===== config.mk =====
export PLATFORM = sky130hd
export DESIGN_NAME = sram_axi_bridge
export DESIGN_NICKNAME = d
export VERILOG_FILES = /design/src/rtl/sram_axi_bridge.sv
export SDC_FILE = /design/constraint.sdc
export NUM_CORES = 1
export LEC_CHECK = 0
export BUFFER_PORTS_ARGS = -buffer_cell sky130_fd_sc_hd__buf_2
export CORE_AREA = 2 2 141 143
export CTS_CLUSTER_SIZE = 14
export DETAILED_ROUTE_END_ITERATION = 10
export DIE_AREA = 0 0 143 145
export GPL_TIMING_DRIVEN = 0
export PLACE_DENSITY_LB_ADDON = 0.12
export SETUP_SLACK_MARGIN = 0.5
export SKIP_LAST_GASP = 1
export SLEW_MARGIN = 10
export SYNTH_ARGS = -nofsm -noshare
export SYNTH_HDL_FRONTEND = slang
export SYNTH_SLANG_ARGS = --single-unit

===== constraint.sdc =====
create_clock -name clk -period 3.6 [get_ports clk]
set_clock_uncertainty 0.05 [all_clocks]
set_input_delay 0.18 -clock clk [delete_from_list [all_inputs] [get_ports clk]]
set_output_delay 0.18 -clock clk [all_outputs]
set_load 0.03 [all_outputs]

===== src/rtl/sram_axi_bridge.sv =====
// Bridges the core's SRAM-like fetch and data ports onto single-beat AXI4 master reads and writes.
// Serves one request at a time; data requests win arbitration and fetches can be discarded by flush.
module sram_axi_bridge #(
   parameter int ID_W   = 4,
   parameter int ADDR_W = 32
) (
   input  logic              clk,
   input  logic              rst,
   input  logic              inst_sram_en,
   input  logic [3:0]        inst_sram_wen,
   input  logic [ADDR_W-1:0] inst_sram_addr,
   input  logic [31:0]       inst_sram_wdata,
   output logic [31:0]       inst_sram_rdata,
   output logic              fetch_available,
   input  logic              data_sram_en,
   input  logic [3:0]        data_sram_wen,
   input  logic [ADDR_W-1:0] data_sram_addr,
   input  logic [31:0]       data_sram_wdata,
   input  logic [3:0]        data_sram_sel,
   output logic [31:0]       data_sram_rdata,
   output logic              memory_available,
   input  logic              flush,
   output logic [ID_W-1:0]   arid,
   output logic [ADDR_W-1:0] araddr,
   output logic [2:0]        arsize,
   output logic              arvalid,
   input  logic              arready,
   input  logic [ID_W-1:0]   rid,
   input  logic [31:0]       rdata,
   input  logic              rvalid,
   output logic              rready,
   output logic [ADDR_W-1:0] awaddr,
   output logic [2:0]        awsize,
   output logic              awvalid,
   input  logic              awready,
   output logic [31:0]       wdata,
   output logic [3:0]        wstrb,
   output logic              wvalid,
   input  logic              wready,
   input  logic              bvalid,
   output logic              bready
);

   localparam logic [2:0] S_IDLE = 3'd0;
   localparam logic [2:0] S_AR   = 3'd1;
   localparam logic [2:0] S_R    = 3'd2;
   localparam logic [2:0] S_AW_W = 3'd3;
   localparam logic [2:0] S_B    = 3'd4;
   localparam logic [2:0] S_DONE = 3'd5;

   logic [2:0]        state_q, state_d;
   logic [ADDR_W-1:0] addr_q, addr_d;
   logic [31:0]       wdata_q, wdata_d;
   logic [3:0]        wen_q, wen_d;
   logic [2:0]        size_q, size_d;
   logic              src_data_q, src_data_d;
   logic              discard_q, discard_d;
   logic              awvalid_q, awvalid_d;
   logic              wvalid_q, wvalid_d;
   logic [31:0]       inst_rdata_q, inst_rdata_d;
   logic [31:0]       data_rdata_q, data_rdata_d;

   // Fetch write fields and the read ID carry no information for this bridge.
   logic unused_inputs;
   assign unused_inputs = ^{inst_sram_wen, inst_sram_wdata, rid};

   function automatic logic [2:0] size_from_sel(input logic [3:0] sel);
      case (sel)
         4'b1111:                            return 3'd2;
         4'b0011, 4'b1100:                   return 3'd1;
         4'b0001, 4'b0010, 4'b0100, 4'b1000: return 3'd0;
         default:                            return 3'd2;
      endcase
   endfunction

   always_comb begin
      // NOTE: every variable gets its hold value first so no path through the case infers a latch.
      state_d      = state_q;
      addr_d       = addr_q;
      wdata_d      = wdata_q;
      wen_d        = wen_q;
      size_d       = size_q;
      src_data_d   = src_data_q;
      discard_d    = discard_q;
      awvalid_d    = awvalid_q;
      wvalid_d     = wvalid_q;
      inst_rdata_d = inst_rdata_q;
      data_rdata_d = data_rdata_q;

      case (state_q)
         S_IDLE: begin
            if (!flush && data_sram_en) begin
               addr_d     = data_sram_addr;
               wdata_d    = data_sram_wdata;
               wen_d      = data_sram_wen;
               size_d     = size_from_sel(data_sram_sel);
               src_data_d = 1'b1;
               if (data_sram_wen != 4'b0000) begin
                  state_d   = S_AW_W;
                  awvalid_d = 1'b1;
                  wvalid_d  = 1'b1;
               end else begin
                  state_d = S_AR;
               end
            end else if (!flush && inst_sram_en) begin
               addr_d     = inst_sram_addr;
               wdata_d    = 32'h0;
               wen_d      = 4'b0000;
               size_d     = 3'd2;
               src_data_d = 1'b0;
               state_d    = S_AR;
            end
         end
         S_AR: begin
            if (arready) state_d = S_R;
         end
         S_R: begin
            if (rvalid) begin
               state_d = S_DONE;
               if (src_data_q) begin
                  data_rdata_d = rdata;
               end else if (!(discard_q || flush)) begin
                  inst_rdata_d = rdata;
               end
            end
         end
         S_AW_W: begin
            // Address and data channels retire independently, possibly in the same cycle.
            awvalid_d = awvalid_q && !awready;
            wvalid_d  = wvalid_q && !wready;
            if (!awvalid_d && !wvalid_d) state_d = S_B;
         end
         S_B: begin
            if (bvalid) state_d = S_DONE;
         end
         S_DONE: begin
            state_d = S_IDLE;
         end
         default: begin
            state_d = S_IDLE;
         end
      endcase

      if (state_q != S_IDLE && !src_data_q && flush) discard_d = 1'b1;
      if (state_d == S_IDLE) discard_d = 1'b0;
   end

   always_ff @(posedge clk) begin
      // NOTE: reset is synchronous and clears every register, including captured read data.
      if (rst) begin
         state_q      <= S_IDLE;
         addr_q       <= '0;
         wdata_q      <= '0;
         wen_q        <= '0;
         size_q       <= '0;
         src_data_q   <= 1'b0;
         discard_q    <= 1'b0;
         awvalid_q    <= 1'b0;
         wvalid_q     <= 1'b0;
         inst_rdata_q <= '0;
         data_rdata_q <= '0;
      end else begin
         state_q      <= state_d;
         addr_q       <= addr_d;
         wdata_q      <= wdata_d;
         wen_q        <= wen_d;
         size_q       <= size_d;
         src_data_q   <= src_data_d;
         discard_q    <= discard_d;
         awvalid_q    <= awvalid_d;
         wvalid_q     <= wvalid_d;
         inst_rdata_q <= inst_rdata_d;
         data_rdata_q <= data_rdata_d;
      end
   end

   assign arid    = src_data_q ? ID_W'(1) : '0;
   assign araddr  = addr_q;
   assign arsize  = size_q;
   assign arvalid = (state_q == S_AR);
   assign rready  = (state_q == S_R);

   assign awaddr  = addr_q;
   assign awsize  = size_q;
   assign awvalid = awvalid_q;
   assign wdata   = wdata_q;
   assign wstrb   = wen_q;
   assign wvalid  = wvalid_q;
   assign bready  = (state_q == S_B);

   assign inst_sram_rdata  = inst_rdata_q;
   assign data_sram_rdata  = data_rdata_q;
   assign fetch_available  = (state_q == S_DONE) && !src_data_q && !discard_q;
   assign memory_available = (state_q == S_DONE) && src_data_q;

endmodule


==> impl_results.md <==
- Outcome: finished clean
- First-pass DRT Iterations: 4
- CP Class: reg2out
- Main combinational cell family by area after synthesis: compound AO/OA/AOI/OAI gates
- DRC errors left: 0
- Leak Pwr: 0.00420 uW
- Final setup fails: 0
- DIE WIDTH: 143 um
- Clock Latency Late Sink: 410 ps
- Reg-to-Reg Start: state_q[0]
- Layout Nets: 1,248
- Library cells used by synthesis: 35
- Synth Area in Simple Gates: 16.9%
- Area share of fa/ha/maj cells after synthesis: 0%
- Reg2Reg Setup Slack: 1700 ps
- Cell taking the most area after synthesis: dfxtp_1
- CP max stage delay: 480 ps
- Fin area: 8950 um2
- CTS H-tree lvls: 4
- Largest net degree at the start of global routing: 17
- Clock slew seen by the registers of the worst setup and hold paths: 60 ps
- Detail Placement HPWL: 14,800 um
- Hold Crit Start: inst_sram_addr[0]
- Worst slew pin tran: 682 ps
- Crit Path Max Fanout: 10
- Area share of the largest cell type after synthesis: 48.9%
- Critical path's slowest cell: nor3_1
- PwrDens: 493 nW/um2
- Post-synthesis async set-or-reset flop share: 0%
- Synth Flop Type: dfxtp_1
- Synth Area in XOR/XNOR: 0.152%
- Reg2Reg Depth: 6
- Std-Cell Rows: 51
- Core Region: 19,200 um2
- # port buffers: 320
- Area after DPL: 7720 um2
- Most frequent cell after synthesis: dfxtp_1
- Vias in the first global route: 5,799
- Max-slew violations: 0
- Part of the cycle the worst path needs: 56.8%
- Syn. warnings: 0
- CTS Buf Count: 17
- CTS tree: done
- Synth-to-Final Area Change: 55.1%
- Worst path top cell family by delay: buffers and inverters
- Initial DRC count: 225
- GRT Util Overall: 18.6%
- Die Y: 145 um
- Post-synthesis sequential area ratio: 48.9%
- CP arrival: 1820 ps
- Worst R2R End: inst_sram_rdata[1]
- First-pass GRT wire length: 30,400 um
- Max-Cap Viols: 0
- Non-Filler Instances: 1,341
- Slew HR: 54.5%
- Register bit total from synthesis: 141
- CTS Buffer Depth: 2
- Die footprint: 20,700 um2
- Layout cells sized above 1: 40.9%
- Compound-Gate Fraction of Synth Area: 18.2%
- WL final: 19,600 um
- Crit-path cells: buf_2 -> inv_1 -> nor3_1 -> buf_2
- Total chip power: 4410 uW
- Hold Slack: 59.1 ps
- Main area contributors after synthesis: dfxtp_1 49%, nand2_1 8.6%, buf_4 6.5%
- Worst Path Required: 3370 ps
- Hold Path Class: in2reg
- Vias/cell: 4.36
- Fin. Hold Viols: 0
- Mux share of post-synthesis cell area: 5.55%
- I/O pin count: 367
- Mapped cell area: 5770 um2
- Startpoint Class: flop
- Via Count: 5,849
- Congestion Overflow GR: 0
- Sum Neg Setup Slack: 0 ps
- Most frequent CP cell: buf_2
- VDD IR max: 314 uV
- Mean post-synth cell area: 8.87 um2
- Worst Hold Depth: 3
- Hold EP: araddr[0]
- Fmax: 489 MHz
- Initial antenna violation count: 1
- Post-cts sizing count: 0
- Post-synth top cells: 141 x dfxtp_1, 132 x nand2_1, 76 x nor2_1, 70 x a21oi_1, 50 x buf_4
- Crit path capture type: output port
- Post-Synthesis Cells: 651
- Post-route minimum period: 2050 ps
- Post-synth EDFFs: 0
- Clk root buf: clkbuf_16
- Placed insts: 1,240
- Initial core utilization: 30.1%
- Antenna-violating nets left: 0
- Buf/Inv on CP: 3
- Gpl congestion: 0.782
- RSZ-0062 raised after global routing: false
- # clock sinks: 141
- Wirelength per Cell: 14.6 um
==> power by group <==
group | switching (uW) | internal [uW]
clock network | 687 | 951
registers | 75.2 | 1660
logic | 631 | 413
==> worst min-delay path, cell delays in order <==
cell and delay (ps):
buf_2 100, mux2i_1 110, a211oi_1 80
==> cell type report <==
cell class	instances	area [um2]
Timing Repair Buffer	388	2280
Buffer	90	578
Clock buffer	19	433
Multi-Input combinational cell	420	2370
Inverter	4	15.0
Sequential cell	141	2820
Fill cell	1942	10300
Tap cell	265	332
Antenna cell	1	2.50
Clock inverter	13	115
==> registers in the layout (all words and copies together) (netlist names) <==
register / flops
wdata: 32
discard_q: 1
inst_sram_rdata: 32
arsize: 2
araddr: 32
wstrb: 4
data_sram_rdata: 32
state_q: 3
src_data_q: 1
wvalid: 1
awvalid: 1
==> per-layer routing <==
layer	vias up	track usage [%]	wire length (um)
li1	2979	-	-
met1	2653	23.1	8390
met2	204	31.4	9640
met3	13	5.08	1340
met4	0	4.90	241
met5	-	0	0
==> cell usage in the layout (no fill, tap or decap), types with 17 or more instances in the layout <==
| cell | synthesis | final |
|---|---|---|
| a211oi_2 | 20 | 20 |
| a21oi_1 | 70 | 70 |
| a22oi_1 | 36 | 36 |
| buf_2 | 12 | 332 |
| buf_4 | 50 | 50 |
| clkbuf_1 | 21 | 23 |
| clkbuf_16 | 0 | 17 |
| dfxtp_1 | 141 | 141 |
| dlygate4sd3_1 | 0 | 68 |
| mux2i_1 | 32 | 32 |
| nand2_1 | 132 | 132 |
| nor2_1 | 76 | 76 |
==> metrics by stage <==
stage,worst slack (ps),util (%)
4_1_cts,1490,46.6
5_1_grt,1420,46.6
3_3_place_gp,1730,40.2
2_1_floorplan,1700,-
6_report,1550,46.6
3_5_place_dp,1710,40.2
==> how the worst max path moves through the flow <==
stage / slack [ps] / from / cells after the start / to
global route: 1420 / state_q[0] / 4 / arvalid
global placement: 1730 / state_q[0] / 6 / inst_sram_rdata[2]
CTS: 1490 / state_q[0] / 4 / arvalid
detailed placement: 1710 / state_q[0] / 6 / inst_sram_rdata[1]
finish: 1550 / state_q[0] / 4 / arvalid
floorplan: 1700 / state_q[0] / 5 / discard_q
==> what timing repair did <==
action | CTS | global route
hold endpoints to repair | 100 | 0
setup buffers | 0 | 0
hold buffers | 68 | 0
==> cells by family (layout without fill, tap and decap cells) <==
family,count (synthesis),in the layout
flip-flops,141,141
AND/OR/NAND/NOR,235,235
XOR/XNOR,1,1
AO/OA/AOI/OAI,147,147
other,1,6
multiplexers,32,32
buffers and inverters,94,514
Power figures use the tool's default switching activity.
